<file path="src/rtl/traffic_junction_ctrl.sv">
// ---------------------------------------------------------------------------
// traffic_junction_ctrl
//
// Multi-way traffic-light controller. Approaches are served in round-robin
// using the UK sequence red -> red+amber -> green -> amber -> red, with an
// all-red clearance interval between ways. A latched pedestrian request is
// served as an all-traffic-red walk phase taken at the end of a clearance
// interval. Dropping en puts every approach into flashing amber.
//
// Ports:
//   clk        in   rising-edge system clock
//   rst_n      in   asynchronous active-low reset (release synchronous)
//   en         in   1 = normal sequencing, 0 = flashing-amber mode
//   ped_req    in   pedestrian button, any high cycle latches a request
//   red        out  [NUM_WAYS] per-way red lamp
//   amber      out  [NUM_WAYS] per-way amber lamp
//   green      out  [NUM_WAYS] per-way green lamp
//   walk       out  pedestrian walk lamp
//   ped_wait   out  pedestrian request latched and not yet served
//   active_way out  [WAY_W] index of the way currently being sequenced
//
// All outputs are decoded from registered state only (Moore); en and
// ped_req never reach an output combinationally.
// ---------------------------------------------------------------------------
module traffic_junction_ctrl #(
  parameter int NUM_WAYS         = 2,
  parameter int CNT_W            = 8,
  parameter int RED_AMBER_CYCLES = 2,
  parameter int GREEN_CYCLES     = 8,
  parameter int AMBER_CYCLES     = 3,
  parameter int ALL_RED_CYCLES   = 1,
  parameter int WALK_CYCLES      = 6,
  parameter int FLASH_CYCLES     = 4,
  localparam int WAY_W           = (NUM_WAYS > 1) ? $clog2(NUM_WAYS) : 1
) (
  input  logic                clk,
  input  logic                rst_n,
  input  logic                en,
  input  logic                ped_req,
  output logic [NUM_WAYS-1:0] red,
  output logic [NUM_WAYS-1:0] amber,
  output logic [NUM_WAYS-1:0] green,
  output logic                walk,
  output logic                ped_wait,
  output logic [WAY_W-1:0]    active_way
);

  typedef enum logic [2:0] {
    S_ALL_RED,
    S_RED_AMBER,
    S_GREEN,
    S_AMBER,
    S_PED_WALK,
    S_FLASH
  } state_t;

  // Terminal timer values: a phase of N cycles ends when the timer reads N-1.
  localparam logic [CNT_W-1:0] RA_LAST    = CNT_W'(RED_AMBER_CYCLES - 1);
  localparam logic [CNT_W-1:0] GREEN_LAST = CNT_W'(GREEN_CYCLES - 1);
  localparam logic [CNT_W-1:0] AMBER_LAST = CNT_W'(AMBER_CYCLES - 1);
  localparam logic [CNT_W-1:0] AR_LAST    = CNT_W'(ALL_RED_CYCLES - 1);
  localparam logic [CNT_W-1:0] WALK_LAST  = CNT_W'(WALK_CYCLES - 1);
  localparam logic [CNT_W-1:0] FLASH_LAST = CNT_W'(FLASH_CYCLES - 1);
  localparam logic [WAY_W-1:0] WAY_LAST   = WAY_W'(NUM_WAYS - 1);

  state_t           state_q, state_d;
  logic [CNT_W-1:0] timer_q, timer_d;
  logic [WAY_W-1:0] way_q,   way_d;
  logic             pend_q,  pend_d;
  logic             flash_q, flash_d;

  logic [CNT_W-1:0] last_cnt;
  logic             phase_end;
  logic [WAY_W-1:0] way_next;

  // -------------------------------------------------------------------------
  // State register
  // -------------------------------------------------------------------------
  always_ff @(posedge clk or negedge rst_n) begin
    if (!rst_n) begin
      state_q <= S_ALL_RED;
      timer_q <= '0;
      way_q   <= '0;
      pend_q  <= 1'b0;
      flash_q <= 1'b0;
    end else begin
      state_q <= state_d;
      timer_q <= timer_d;
      way_q   <= way_d;
      pend_q  <= pend_d;
      flash_q <= flash_d;
    end
  end

  // Length of the phase currently being timed (FLASH reuses the timer for
  // its half-period).
  always_comb begin
    last_cnt = AR_LAST;
    case (state_q)
      S_ALL_RED:   last_cnt = AR_LAST;
      S_RED_AMBER: last_cnt = RA_LAST;
      S_GREEN:     last_cnt = GREEN_LAST;
      S_AMBER:     last_cnt = AMBER_LAST;
      S_PED_WALK:  last_cnt = WALK_LAST;
      S_FLASH:     last_cnt = FLASH_LAST;
      default:     last_cnt = AR_LAST;
    endcase
  end

  assign phase_end = (timer_q == last_cnt);
  assign way_next  = (way_q == WAY_LAST) ? '0 : way_q + WAY_W'(1);

  // -------------------------------------------------------------------------
  // Next-state logic
  // -------------------------------------------------------------------------
  always_comb begin
    state_d = state_q;
    timer_d = timer_q + CNT_W'(1);
    way_d   = way_q;
    flash_d = flash_q;

    if (!en) begin
      if (state_q != S_FLASH) begin
        // Entry into flash: first half-period is lit.
        state_d = S_FLASH;
        timer_d = '0;
        flash_d = 1'b1;
      end else if (phase_end) begin
        timer_d = '0;
        flash_d = ~flash_q;
      end
    end else begin
      case (state_q)
        S_FLASH: begin
          // Leaving flash restarts the junction from a clean all-red.
          state_d = S_ALL_RED;
          timer_d = '0;
          way_d   = '0;
          flash_d = 1'b0;
        end
        S_ALL_RED: begin
          if (phase_end) begin
            timer_d = '0;
            state_d = pend_q ? S_PED_WALK : S_RED_AMBER;
          end
        end
        S_RED_AMBER: begin
          if (phase_end) begin
            timer_d = '0;
            state_d = S_GREEN;
          end
        end
        S_GREEN: begin
          if (phase_end) begin
            timer_d = '0;
            state_d = S_AMBER;
          end
        end
        S_AMBER: begin
          if (phase_end) begin
            timer_d = '0;
            state_d = S_ALL_RED;
            way_d   = way_next;
          end
        end
        S_PED_WALK: begin
          if (phase_end) begin
            timer_d = '0;
            state_d = S_ALL_RED;
          end
        end
        default: begin
          state_d = S_ALL_RED;
          timer_d = '0;
        end
      endcase
    end
  end

  // Pedestrian latch. A press during the walk itself is ignored, and the
  // clear on walk entry wins over a press on that same edge, so one walk
  // never schedules a second one by itself.
  always_comb begin
    pend_d = pend_q;
    if (state_q != S_PED_WALK && ped_req) begin
      pend_d = 1'b1;
    end
    if (en && state_q == S_ALL_RED && phase_end && pend_q) begin
      pend_d = 1'b0;
    end
  end

  // -------------------------------------------------------------------------
  // Lamp decode
  // -------------------------------------------------------------------------
  logic is_flash, is_red_amber, is_green, is_amber;

  assign is_flash     = (state_q == S_FLASH);
  assign is_red_amber = (state_q == S_RED_AMBER);
  assign is_green     = (state_q == S_GREEN);
  assign is_amber     = (state_q == S_AMBER);

  genvar gi;
  generate
    for (gi = 0; gi < NUM_WAYS; gi++) begin : g_way
      logic sel;
      assign sel = (way_q == WAY_W'(gi));
      // Only the selected way ever leaves red; flash turns every red off.
      assign red[gi]   = !is_flash && !(sel && (is_green || is_amber));
      assign amber[gi] = is_flash ? flash_q : (sel && (is_red_amber || is_amber));
      assign green[gi] = sel && is_green;
    end
  endgenerate

  assign walk       = (state_q == S_PED_WALK);
  assign ped_wait   = pend_q;
  assign active_way = way_q;

endmodule

</file>
<file path="config.mk">
export PLATFORM = sky130hd
export DESIGN_NAME = traffic_junction_ctrl
export DESIGN_NICKNAME = d
export VERILOG_FILES = /design/src/rtl/traffic_junction_ctrl.sv
export SDC_FILE = /design/constraint.sdc
export NUM_CORES = 1
export LEC_CHECK = 0
export ABC_CLOCK_PERIOD_IN_PS = 2520
export CAP_MARGIN = 10
export CORE_MARGIN = 2
export CORE_UTILIZATION = 30
export DETAILED_ROUTE_END_ITERATION = 12
export SYNTH_ARGS = -nofsm -noshare
export SYNTH_HDL_FRONTEND = slang
export SYNTH_SLANG_ARGS = --single-unit
export TNS_END_PERCENT = 10
</file>
<file path="constraint.sdc">
create_clock -name clk -period 2.52 [get_ports clk]
set_input_delay 0.252 -clock clk [delete_from_list [all_inputs] [get_ports clk]]
set_output_delay 0.252 -clock clk [all_outputs]
set_load 0.01 [all_outputs]
</file>
==> summary.txt <==
Outcome
  • Outcome: finished, final reports clean

STA
  • Sum of negative setup slack: 0 ns
  • Setup repair after global routing missed its margin: no
  • Shortest period the worst path allows: 2.28 ns
  • Worst-case headroom to the max-slew limit: 56.5%
  • Transition time of the tightest slew-check pin: 0.650 ns
  • Fmax: between 0.4 and 0.5 GHz
  • Hold Fails Final Rpt: 0
  • Final Max Slew Viols: 0
  • Portion of the clock cycle consumed by the worst path in the final layout: 90.6%
  • Clk_skew: 0.00785 ns
  • Setup violation total in the final timing report: 0

Final layout
  • Commonest non-fill, non-tap cells in the layout: dfrtp_1 (14), clkdlybuf4s50_1 (12), nor3_1 (9), nand3_1 (8)
  • Filler cells: 313
  • Final standard cell area without fillers: 0.00120 sq mm
  • Fraction of layout cells with a size suffix above 1: between 10% and 20%
  • Ant diodes: 0
  • Net count of the finished layout: 132
  • Most frequent standard cell in the layout excluding fill and tap cells: dfrtp_1
  • Layout Area Growth over Synthesis: 21.6%

Power
  • Net Switching: about 0.00064 W
  • Ratio of total power to cell area: about 1200 mW/mm^2
  • Gate power share: 61.2%
  • Clock network power share: 12.0%
  • Cell leakage power: 0.487 nW
  • IR drop worst, VDD: 0.000530 V
  • Sw frac: between 40% and 50%
  • P_int: ~0.00073 W
  • Sequential cell fraction of total power: 26.8%

Placed design
  • RePlAce Congestion: 0.869
  • Input/output buffers: 12
  • Dpl cell area: 0.00115 sq mm
  • HPWL reported at the end of detailed placement: 1.70 mm

Logic synthesis
  • Adder-cell share of the synthesized area: 3.82%
  • Synthesis Warnings: 0
  • Flip-flop and latch count after synthesis: 14
  • Library cells used by synthesis: 39
  • Area contributors post-synth: dfrtp_1 (36%), xor2_1 (5.3%), nor3_1 (4.6%), nand3_1 (4.1%), and3_1 (3.8%)
  • Post-synthesis instance area: 983 sq um
  • Fraction of synthesized cell area in xor and xnor cells: 6.23%
  • Count of mapped cells out of synthesis: 109
  • Compound-Gate Fraction of Synth Area: around a fifth
  • Fraction of the yosys area taken by sequential cells: 35.6%
  • Leading area contributor after synthesis: dfrtp_1
  • Average footprint of a synthesized cell: 9.02 sq um
  • Dominant combinational cell family by area after synthesis: simple AND/OR/NAND/NOR gates
  • Multiplexer area fraction after synthesis: 0%
  • Top cell type's share of synthesized area: about 36%
  • Syn_nets: ~120
  • Post-synthesis simple-gate area fraction: 29.6%

Global routing
  • Pin count of the biggest net entering global routing: 17
  • Number of global-route vias before repair: 892
  • Combined global-route utilization of all metal layers: 14.5%
  • Total grt overflow: 0
  • Global-route wire length before repair: 4.02 mm
  • Initial antenna violation count: 0

Floorplanning
  • Die area: 0.00375 sq mm
  • DIE HEIGHT: 61.3 um
  • Overall die width: 61.3 um
  • Top-Level Pins: 13
  • Total number of placement rows: 20
  • Initial standard-cell utilization of the core: 32.0%
  • Floorplan Core Area: approximately 0.003 sq mm

CTS
  • Clock edge transition at the registers on the reported setup and hold paths: 0.10 ns
  • Post-CTS setup buffers: 0
  • Clock tree from TritonCTS: yes
  • CTS max path bufs: 2
  • Clock latency at the later pin of the worst-skew pair: 0.28 ns
  • Clk root buf: clkbuf_4
  • Htree depth: 1
  • Number of hold-repair buffers added at the cts stage: 0
  • Clock sink total: 14
  • Number of CTS-inserted buffers: 3
  • Resized Gates After CTS: 0

Routing
  • Vias/cell: 5.41
  • Vias post-DR: 909
  • First-pass detailed-route iteration total: 4
  • Overall routed net length: 2.31 mm
  • Antenna Nets Post-Route: 0
  • Wire length per cell: 13.8 um
  • Violation count after the first detailed-routing iteration: 18
  • Residual DRC: 0

Run
  • Max capacitance violation total: 0

Worst setup path
  • Startpoint-to-endpoint class of the critical path: flip-flop to flip-flop
  • Arr. time, crit path: between 2 and 2.5 ns
  • Largest fanout of any net on the critical path: 8
  • CP required: 2.70 ns
  • Worst setup slack for register-to-register paths: 0.24 ns
  • Kind of start point of the critical path: flip-flop
  • Worst Setup End Kind: flip-flop

Hold path
  • Worst hold path class: input port to asynchronous set/reset pin
## power groups by stage
stage | sequential [W] | clock (W) | combinational, W
floorplan | 0.000342 | 0 | 0.000606
global placement | 0.000366 | 0 | 0.000834
detailed placement | 0.000370 | 0 | 0.000837
CTS | 0.000365 | 0.000172 | 0.000841
global route | 0.000378 | 0.000180 | 0.000937
finish | 0.000369 | 0.000166 | 0.000842
## sequential cells by signal, summed over array words and instances (netlist names)
register and cells:
active_way 1, flash_q 1, timer_q 8, state_q 3, ped_wait 1
## routing by layer
layer	up-vias	track usage, %	share of wire (%)
met3	4	2.10	3.4
met2	26	22.2	48
met1	443	19.5	46
met5	-	0	0
met4	0	8.07	2.2
li1	436	-	-
## final timing paths
kind / startpoint / to / cells after the start
max: state_q[2] / state_q[1] / 6
min: rst_n / state_q[0] / 1
max reg2reg: state_q[2] / state_q[1] / 6
min reg2reg: timer_q[7] / timer_q[7] / 2
max in group asynchronous: rst_n / timer_q[0] / 1
min in group clk: timer_q[7] / timer_q[7] / 2
## cell usage after synthesis, drive strengths merged
cell / instances
a21oi: 7
and3: 6
a221oi: 1
o31a: 1
ha: 3
inv: 5
a31o: 1
o21a: 3
nor3: 9
buf: 2
nand2: 7
o221ai: 1
xnor2: 1
o21ai: 3
a2111o: 1
nor4: 2
o211ai: 2
and2: 1
or3: 1
o221a: 1
o311ai: 1
xor2: 6
nor4b: 1
a31oi: 2
clkbuf: 1
nand3: 8
a211oi: 1
nor3b: 1
dfrtp: 14
nand4: 1
nor2b: 5
nor2: 8
nor4bb: 2
## critical path: stages (launching register included)
cell      delay, ns
dfrtp_1        0.49
ha_1           0.39
nor4bb_1       0.52
o31a_1         0.24
o221a_4        0.23
a31oi_1        0.09
o21a_1         0.22
## layout make-up
type	count	area, sq um	share of cell area, %
clock buffer	4	36.3	3.03
inverter	5	18.8	1.57
timing repair buffer	14	135	11.3
multi-input combinational	87	601	50.2
sequential	14	350	29.3
tap	44	55.1	4.60
## through the flow
step	total power, W	cells	setup slack, ns	utilization [%]	hold WS, ns
2_1_floorplan	0.000948	109	0.163	-	-0.0436
3_3_place_gp	0.00120	164	0.369	37.5	0.529
3_5_place_dp	0.00121	164	0.223	37.5	0.539
4_1_cts	0.00138	168	0.200	38.7	0.389
5_1_grt	0.00150	168	0.0947	38.9	0.405
6_report	0.00138	168	0.237	38.9	0.361
## cell families after synthesis
group / count (synthesis)
compound gates: 25
xor+xnor: 7
fa+ha+maj: 3
buf+inv: 8
flops: 14
simple gates: 52
Power figures use the tool's default switching activity.
